<file path="config.mk">
export PLATFORM = sky130hd
export DESIGN_NAME = conv_window_gen_flat
export DESIGN_NICKNAME = d
export VERILOG_FILES = /design/src/rtl/npu_pkg.sv /design/src/rtl/conv_window_gen_if.sv /design/src/rtl/window_col_shift.sv /design/src/rtl/conv_window_gen.sv /design/src/flat_wrapper.sv
export SDC_FILE = /design/constraint.sdc
export NUM_CORES = 1
export LEC_CHECK = 0
export CORE_MARGIN = 5
export CORE_UTILIZATION = 35
export DETAILED_ROUTE_END_ITERATION = 7
export DONT_BUFFER_PORTS = 1
export GPL_TIMING_DRIVEN = 1
export SYNTH_ARGS = -nofsm -noshare
export SYNTH_HDL_FRONTEND = slang
export SYNTH_SLANG_ARGS = --single-unit
</file>
<file path="constraint.sdc">
create_clock -name clk -period 3.7 [get_ports clk]
set_clock_uncertainty 0.1 [all_clocks]
set_input_delay 0.74 -clock clk [delete_from_list [all_inputs] [get_ports clk]]
set_output_delay 0.74 -clock clk [all_outputs]
set_load 0.01 [all_outputs]
</file>
<file path="src/rtl/npu_pkg.sv">
// Shared NPU convolution types: pixel type and the (r,c) window packing
// helper, so every consumer of a window agrees on element placement.
package npu_pkg;

  localparam int NPU_BIT_DEPTH = 8;

  typedef logic [NPU_BIT_DEPTH-1:0] pixel_t;

  // Flat element index of window element (r,c); c=0 is the oldest column.
  function automatic int win_idx(input int r, input int c, input int k);
    return (r * k) + c;
  endfunction

endpackage

</file>
<file path="src/rtl/conv_window_gen_if.sv">
// Pixel-column input stream and window output stream of the window generator.
interface conv_window_gen_if #(
  parameter int BIT_DEPTH = 8,
  parameter int K         = 3,
  parameter int IMG_WIDTH = 28
);

  localparam int CW = $clog2(IMG_WIDTH);

  logic                       in_valid;
  logic                       in_ready;
  logic [K*BIT_DEPTH-1:0]     in_col;
  logic                       out_valid;
  logic                       out_ready;
  logic [K*K*BIT_DEPTH-1:0]   out_window;
  logic [CW-1:0]              out_col;

  // Upstream/downstream driver view.
  modport master (
    output in_valid, in_col, out_ready,
    input  in_ready, out_valid, out_window, out_col
  );

  // Window generator view.
  modport slave (
    input  in_valid, in_col, out_ready,
    output in_ready, out_valid, out_window, out_col
  );

endinterface

</file>
<file path="src/rtl/window_col_shift.sv">
// K-deep pixel shift chain for one window row; element 0 is the oldest pixel.
module window_col_shift
  import npu_pkg::*;
#(
  parameter int BIT_DEPTH = NPU_BIT_DEPTH,
  parameter int K         = 3
) (
  input  logic                   clk,
  input  logic                   rst,
  input  logic                   en,
  input  logic [BIT_DEPTH-1:0]   din,
  output logic [K*BIT_DEPTH-1:0] row
);

  logic [K*BIT_DEPTH-1:0] row_q;
  logic [K*BIT_DEPTH-1:0] row_d;

  // Shift toward element 0 on enable; the new pixel enters at element K-1.
  always_comb begin
    row_d = row_q;
    if (en) begin
      row_d = {din, row_q[K*BIT_DEPTH-1:BIT_DEPTH]};
    end else begin
      row_d = row_q;
    end
  end

  // Row storage register.
  always_ff @(posedge clk or posedge rst) begin
    if (rst) begin
      row_q <= '0;
    end else begin
      row_q <= row_d;
    end
  end

  assign row = row_q;

endmodule

</file>
<file path="src/rtl/conv_window_gen.sv">
// K x K sliding-window generator: shifts pixel columns into K row chains,
// tracks column position and stride, and presents windows with valid/ready.
module conv_window_gen
  import npu_pkg::*;
#(
  parameter int BIT_DEPTH = NPU_BIT_DEPTH,
  parameter int K         = 3,
  parameter int IMG_WIDTH = 28,
  parameter int STRIDE    = 1
) (
  input  logic              clk,
  input  logic              rst,
  input  logic              clear,
  conv_window_gen_if.slave  bus
);

  localparam int CW = $clog2(IMG_WIDTH);
  localparam int SW = (STRIDE > 1) ? $clog2(STRIDE) : 1;

  localparam logic [CW-1:0] LAST_COL    = CW'(IMG_WIDTH - 1);
  localparam logic [CW-1:0] FIRST_EMIT  = CW'(K - 1);
  localparam logic [SW-1:0] LAST_STRIDE = SW'(STRIDE - 1);

  logic [CW-1:0] col_cnt_q, col_cnt_d;
  logic [SW-1:0] stride_cnt_q, stride_cnt_d;
  logic          out_valid_q, out_valid_d;
  logic [CW-1:0] out_col_q, out_col_d;

  logic                   in_ready_s;
  logic                   accept_s;
  logic                   shift_en_s;
  logic                   emit_s;
  logic [SW-1:0]          stride_eff_s;
  logic [K*BIT_DEPTH-1:0] rows_s [K];
  logic [K*K*BIT_DEPTH-1:0] win_s;

  // A held, unconsumed window blocks the input so the array never shifts under it.
  assign in_ready_s = !out_valid_q || bus.out_ready;
  assign accept_s   = bus.in_valid && in_ready_s;
  // A beat arriving together with clear is dropped and leaves the array intact.
  assign shift_en_s = accept_s && !clear;

  for (genvar g = 0; g < K; g++) begin : g_row
    window_col_shift #(
      .BIT_DEPTH (BIT_DEPTH),
      .K         (K)
    ) u_row (
      .clk (clk),
      .rst (rst),
      .en  (shift_en_s),
      .din (bus.in_col[g*BIT_DEPTH +: BIT_DEPTH]),
      .row (rows_s[g])
    );
  end

  // Flatten the row chains into the shared (r,c) window packing.
  always_comb begin
    win_s = '0;
    for (int r = 0; r < K; r++) begin
      for (int c = 0; c < K; c++) begin
        win_s[win_idx(r, c, K)*BIT_DEPTH +: BIT_DEPTH] = rows_s[r][c*BIT_DEPTH +: BIT_DEPTH];
      end
    end
  end

  // Column/stride tracking, emission decision and output-valid update.
  always_comb begin
    col_cnt_d    = col_cnt_q;
    stride_cnt_d = stride_cnt_q;
    out_valid_d  = out_valid_q;
    out_col_d    = out_col_q;
    emit_s       = 1'b0;
    // The stride phase restarts at the first full window of each row.
    if (col_cnt_q == FIRST_EMIT) begin
      stride_eff_s = '0;
    end else begin
      stride_eff_s = stride_cnt_q;
    end

    if (clear) begin
      col_cnt_d    = '0;
      stride_cnt_d = '0;
      out_valid_d  = 1'b0;
    end else if (accept_s) begin
      emit_s = (col_cnt_q >= FIRST_EMIT) && (stride_eff_s == '0);
      if (col_cnt_q == LAST_COL) begin
        col_cnt_d    = '0;
        stride_cnt_d = '0;
      end else begin
        col_cnt_d = col_cnt_q + CW'(1);
        if (col_cnt_q < FIRST_EMIT) begin
          stride_cnt_d = '0;
        end else if (stride_eff_s == LAST_STRIDE) begin
          stride_cnt_d = '0;
        end else begin
          stride_cnt_d = stride_eff_s + SW'(1);
        end
      end
      if (emit_s) begin
        out_valid_d = 1'b1;
        out_col_d   = col_cnt_q - FIRST_EMIT;
      end else if (out_valid_q && bus.out_ready) begin
        out_valid_d = 1'b0;
      end else begin
        out_valid_d = out_valid_q;
      end
    end else if (out_valid_q && bus.out_ready) begin
      out_valid_d = 1'b0;
    end else begin
      out_valid_d = out_valid_q;
    end
  end

  // Counter and output-stage registers.
  always_ff @(posedge clk or posedge rst) begin
    if (rst) begin
      col_cnt_q    <= '0;
      stride_cnt_q <= '0;
      out_valid_q  <= 1'b0;
      out_col_q    <= '0;
    end else begin
      col_cnt_q    <= col_cnt_d;
      stride_cnt_q <= stride_cnt_d;
      out_valid_q  <= out_valid_d;
      out_col_q    <= out_col_d;
    end
  end

  assign bus.in_ready   = in_ready_s;
  assign bus.out_valid  = out_valid_q;
  assign bus.out_col    = out_col_q;
  assign bus.out_window = win_s;

endmodule

</file>
<file path="src/flat_wrapper.sv">
// flat-port wrapper written by rule: the top's interface ports become plain ports
module conv_window_gen_flat import npu_pkg::*;
#(
  parameter int BIT_DEPTH = NPU_BIT_DEPTH,
  parameter int K         = 3,
  parameter int IMG_WIDTH = 28,
  parameter int STRIDE    = 1
)
  (clk, rst, clear, bus_in_valid, bus_in_col, bus_out_ready, bus_in_ready, bus_out_valid, bus_out_window, bus_out_col);
  conv_window_gen_if #(.BIT_DEPTH(BIT_DEPTH), .K(K), .IMG_WIDTH(IMG_WIDTH)) bus_i ();
  input  logic clk;
  input  logic rst;
  input  logic clear;
  input wire logic [$bits(bus_i.in_valid)-1:0] bus_in_valid;
  input wire logic [$bits(bus_i.in_col)-1:0] bus_in_col;
  input wire logic [$bits(bus_i.out_ready)-1:0] bus_out_ready;
  output wire logic [$bits(bus_i.in_ready)-1:0] bus_in_ready;
  output wire logic [$bits(bus_i.out_valid)-1:0] bus_out_valid;
  output wire logic [$bits(bus_i.out_window)-1:0] bus_out_window;
  output wire logic [$bits(bus_i.out_col)-1:0] bus_out_col;
  assign bus_i.in_valid = bus_in_valid;
  assign bus_i.in_col = bus_in_col;
  assign bus_i.out_ready = bus_out_ready;
  assign bus_in_ready = bus_i.in_ready;
  assign bus_out_valid = bus_i.out_valid;
  assign bus_out_window = bus_i.out_window;
  assign bus_out_col = bus_i.out_col;
  conv_window_gen #(.BIT_DEPTH(BIT_DEPTH), .K(K), .IMG_WIDTH(IMG_WIDTH), .STRIDE(STRIDE)) u_core (.clk(clk), .rst(rst), .clear(clear), .bus(bus_i));
endmodule
</file>
==> metrics.txt, run 1 <==
Vias/cell=4.919; Slew headroom=around 25%; DP Area=~3400 sq um; CP max FO=48; Clock Pin Slew Worst Setup and Hold Paths=around 0.090 ns; Final ANT Viol Nets=0; Critical Path Source Type=register; run status=finished, final reports clean; Net Switching=between 0.7 and 0.8 mW; Nets=between 200 and 250; via count=around 1700; first-pass GRT wire length=~10 mm; largest family of logic cells by synthesized area=multiplexers; 1st-pass router iterations=4; achievable frequency=around 0.35 GHz; Pint=between 1.5 and 2 mW; Global Route Usage Sum=11.32%; Finished Layout Cells=347; FP Rows=35; CTS Buf Count=9; area grow syn2layout=8.555%; leakage=approximately 1.5 nW; Post-Synth Simple-Gate Area=roughly 3.3%; sequential power share=between 60% and 70%; largest net degree at the start of global routing=between 50 and 60; I/O Buffers=0; Netlist cell types=28; Mapped Area=between 3000 and 4000 sq um; drt total wl=6.178 mm; final non-filler cell area=around 3600 sq um; Worst-Skew Late Latency=around 0.34 ns; pwr dens=661.3 nW/um^2; layout cells sized above 1=a little under two fifths; Placed Cells=331; fillers=roughly 890; Critical Path End Type=register; MaxCap Viol Count=0; Gate power share=between 10% and 20%; setup slack after layout=0.8354 ns; Post-route DRC=0; Final Util=between 30 and 40%; top cell type's share of synthesized area=between 60 and 70%; most common cell after layout, fill and taps aside=dfrtp_1; initial DRC count=59; H-tree depth=3; fin crit share=between 70% and 80%; pre-CTS WS=0.5293 ns; #FFs+latches synth=between 80 and 90; adder-cell share of the synthesized area=1.501%; Worst Setup Path Type=register to register; largest area contributor in the netlist=dfrtp_1; Max Slew Vio Count=0; crit path DAT=about 3.0 ns; Post-CTS Setup Bufs=0; Mean Syn Cell Area=approximately 16 sq um; Detail Placement HPWL=between 4 and 5 mm; Avg WL per Cell=around 18 um; CP max stage delay=0.89 ns; Syn. warnings=0; setup TNS=0 ns; CP top delay family=simple AND/OR/NAND/NOR gates; RSZ-0062 raised after global routing=no; CP Data Required Time=approximately 3.8 ns; main area contributors after synthesis=dfrtp_1, mux2_2, mux2_1; Root Buffer=clkbuf_8; Die X=about 110 um; clock tree buffer depth=2; Mapped Nets=243; num ports=around 110; worst min-delay path category=primary input to asynchronous set/reset pin; ant diodes=0; Synth Area in XOR/XNOR=less than 1%; most frequent cells in the layout=dfrtp_1, mux2_2, mux2_1; clock period minus worst slack=2.865 ns; Initial Util=35.92%; CTS Sinks=83; Hold Buf Count CTS=0; overall power=around 2.4 mW; Buf+Inv Stages, Crit Path=1; Least-Margin Pin Slew=roughly 1.1 ns; Synth Area in Compound Gates=under 10%; count of final hold-check violations=0; VDD IR max=between 200 and 250 uV; WHS=approximately 0.20 ns; GRT overflow=0; post-CTS resize count=0; Sw Ratio=about 32%; FF-to-FF setup slack=0.84 ns; critical path, cell by cell=nor2b_1, nor3_4, buf_4, mux2_2; clock share of power=~26%; TritonCTS clock tree=done; endpoints failing setup=0; vias in the first global route=about 1900; Die H=~110 um; post-synthesis mux area share=about a quarter; slowest CP cell=nor3_4; area of the core=9284 sq um; DIE AREA=between 10000 and 15000 sq um; initial antenna violation count=0; gate count of the mapped netlist=210; Placer Congestion=0.7161; sequential-to-total area share from yosys stat=between 60% and 70%
-- registers in the layout, summed over array words and instances, names as in the netlist --
register and cells:
u_core.bus.out_col 5, u_core.bus.out_valid 1, u_core.col_cnt_q 5, u_core.g_row.u_row.row 72
-- worst paths after layout --
kind                                              start                            end  cells after the start
setup / recovery                   u_core.bus.out_valid  u_core.g_row[0].u_row.row[16]                      4
hold / removal                                      rst           u_core.bus.out_valid                      1
setup reg to reg                   u_core.bus.out_valid  u_core.g_row[0].u_row.row[16]                      4
hold reg to reg            u_core.g_row[0].u_row.row[7]   u_core.g_row[0].u_row.row[7]                      1
max in group asynchronous                           rst   u_core.g_row[2].u_row.row[0]                      2
min in group clk                                  clear            u_core.col_cnt_q[2]                      1
-- synth_stat cells (all sizes together) --
cell and n:
dfrtp 83, mux2 76, buf 8, inv 7
a21oi 4, ha 4, o21ai 3, clkbuf 2
mux2i 2, nand2 2, nand2b 2, nand4 2
nand4b 2, nor3 2, xor2 2, a2111oi 1
a311oi 1, a31oi 1, nand3 1, nor2b 1
nor3b 1, o21ba 1, or3 1, or4 1
-- kinds of logic after synthesis --
logic type,after synthesis
compound gates,11
buf+inv,17
xor+xnor,2
simple gates,15
flops,83
mux,78
fa+ha+maj,4
-- power groups by stage --
stage               combinational, mW  sequential (mW)  clock, mW
global route                    0.339             1.53      0.680
finish                          0.297             1.49      0.610
global placement                0.290             1.51          0
floorplan                       0.279             1.43          0
detailed placement              0.304             1.52          0
CTS                             0.305             1.50      0.640
-- final cells by class --
type                            instances  area [sq um]  share of cell area [%]
Clock buffer                           10         137.6                   3.802
Clock inverter                          6         48.80                   1.348
Inverter                                7         27.53                  0.7605
Multi-Input combinational cell        110          1140                   31.49
Sequential cell                        83          2077                   57.38
Tap cell                              129         161.4                   4.459
Timing Repair Buffer                    2         27.53                  0.7605
-- layer usage --
| metal | part of all wire (%) | routed length, um | global-route usage [%] |
|---|---|---|---|
| met3 | 9.9 | 610 | 5.459 |
| met5 | 0 | 0 | 0 |
| met4 | 1.5 | 91 | 4.599 |
| met1 | 41 | 2505 | 14.05 |
| met2 | 48 | 2971 | 16.87 |
No activity file was read; power rests on OpenSTA's default activity.
==> inputs of run 2 (changes only) <==
- clock period: 3.7 -> 2.9 ns (I/O delays scaled with it)
==> metrics.txt, run 2 (synthesis gave the netlist of run 1 again) <==
slowest CP cell=nor3_4; Final ANT Viol Nets=0 (unchanged); Initial Util=35.92% (unchanged); endpoints failing setup=0 (unchanged); count of final hold-check violations=0 (unchanged); Hold Buf Count CTS=0 (unchanged); num ports=108 (unchanged); Die H=107.6 um (unchanged); Least-Margin Pin Slew=0.9356 ns (-0.1926 ns); Worst Setup Path Type=register to register; initial DRC count=43 (-27%); post-CTS resize count=0 (unchanged); setup TNS=0 ns (unchanged); CP max FO=54 (+13%); Vias/cell=4.806 (-2.3%); Finished Layout Cells=346 (-0.29%); Avg WL per Cell=17.42 um (-2.1%); layout cells sized above 1=37.79% (-0.29 points); CP Data Required Time=3.04 ns (-0.80 ns); CTS Sinks=83 (unchanged); achievable frequency=0.4141 GHz (+19%); pwr dens=868.6 nW/um^2 (+31%); Critical Path End Type=register; DIE AREA=11580 sq um (unchanged); MaxCap Viol Count=0 (unchanged); Worst-Skew Late Latency=0.35 ns (about the same); area of the core=9284 sq um (unchanged); FF-to-FF setup slack=0.48 ns (-0.35 ns); Clock Pin Slew Worst Setup and Hold Paths=0.09 ns (about the same); setup slack after layout=0.4850 ns (-0.3505 ns); Detail Placement HPWL=4.201 mm (-0.69%); fillers=878 (-1.5%); most common cell after layout, fill and taps aside=dfrtp_1; Nets=246 (unchanged); clock period minus worst slack=2.415 ns (-0.4495 ns); fin crit share=83.28% (+5.9 points); Post-route DRC=0 (unchanged); CP max stage delay=0.75 ns (-0.14 ns); Placer Congestion=0.7611 (+6.3%); drt total wl=6.028 mm (-2.4%); overall power=3.179 mW (+33%); r2r worst-path depth=4 (unchanged); I/O Buffers=0 (unchanged); first-pass GRT wire length=10.03 mm (-2.7%); area grow syn2layout=9.756%; Post-CTS Setup Bufs=0 (unchanged); max reg flops=72 (unchanged); initial antenna violation count=0 (unchanged); critical path, cell by cell=nor2b_1, nor3_4, buf_12, mux2_2; run status=finished, final reports clean; vias in the first global route=1852 (-1.8%); TritonCTS clock tree=done; via count=1663 (-2.6%); H-tree depth=3 (unchanged); FP Rows=35 (unchanged); multi-input gate area in the final layout=1140 sq um (unchanged); leakage=1.517 nW (+1.6%); most frequent cells in the layout=dfrtp_1, mux2_2, mux2_1; crit path DAT=2.55 ns (-0.45 ns); Critical Path Source Type=register; Root Buffer=clkbuf_8; clock tree buffer depth=2 (unchanged); largest net degree at the start of global routing=55 (unchanged); pre-CTS WS=0.3851 ns (-0.1443 ns); ant diodes=0 (unchanged); Global Route Usage Sum=11.07% (-0.25 points); RSZ-0062 raised after global routing=no; register area=2077 sq um (unchanged); worst min-delay path category=primary input to asynchronous set/reset pin; Slew headroom=37.43% (+13 points); Max Slew Vio Count=0 (unchanged); VDD IR max=372.0 uV (+58%); 1st-pass router iterations=2 (-2); CTS Buf Count=9 (unchanged); Placed Cells=331 (unchanged); GRT overflow=0 (unchanged); Die X=107.6 um (unchanged)
## run 2: cell count changes in the layout (fill, tap and decap cells not counted), sizes merged
| cell | before | now |
|---|---|---|
| clkinvlp | 3 | 1 |
| clkbuf | 10 | 9 |
| bufinv | 0 | 2 |
## run 2: layer usage
metal  routed length, um  track usage [%]  up-vias  part of all wire (%)
li1                    -                -      742                     -
met1                2500            13.90      849                    41
met2                2827            15.90       64                    47
met4                 129            6.222        0                   2.1
met3                 571            4.739        8                   9.5
met5                   0                0        -                     0
## run 2: worst paths after layout
kind	startpoint	to
setup / recovery	u_core.bus.out_valid	u_core.g_row[0].u_row.row[5]
hold / removal	rst	u_core.bus.out_col[4]
setup reg to reg	u_core.bus.out_valid	u_core.g_row[0].u_row.row[5]
hold reg to reg	u_core.bus.out_col[2]	u_core.bus.out_col[2]
max in group asynchronous	rst	u_core.g_row[2].u_row.row[7]
min in group clk	clear	u_core.col_cnt_q[3]
## run 2: critical path: cells and delay by family (launching register included)
family        cells  cell delay, ns
buf+inv           1            0.34
flops             1            0.42
mux               1            0.39
simple gates      2            1.01
## run 2: area by class of cell
cell class | instances | area share (%)
Clock inverter | 6 | 2.462
Tap cell | 129 | 4.410
Clock buffer | 9 | 3.385
Sequential cell | 83 | 56.75
Timing Repair Buffer | 2 | 1.094
Multi-Input combinational cell | 110 | 31.15
Inverter | 7 | 0.7521
## run 2: metrics by stage
step | hold WS (ns) | instance area (sq um) | utilization [%]
2_1_floorplan | 0.4288 | 3334 | -
3_3_place_gp | 0.4266 | 3446 | 37.12
3_5_place_dp | 0.4234 | 3446 | 37.12
4_1_cts | 0.02992 | 3660 | 39.42
5_1_grt | 0.06626 | 3660 | 39.42
6_report | 0.03153 | 3660 | 39.42
## run 2: power breakdown
part | internal, mW | switching (mW)
Combinational | 0.251 | 0.133
Clock | 0.483 | 0.417
Sequential | 1.48 | 0.419
Total | 2.21 | 0.968
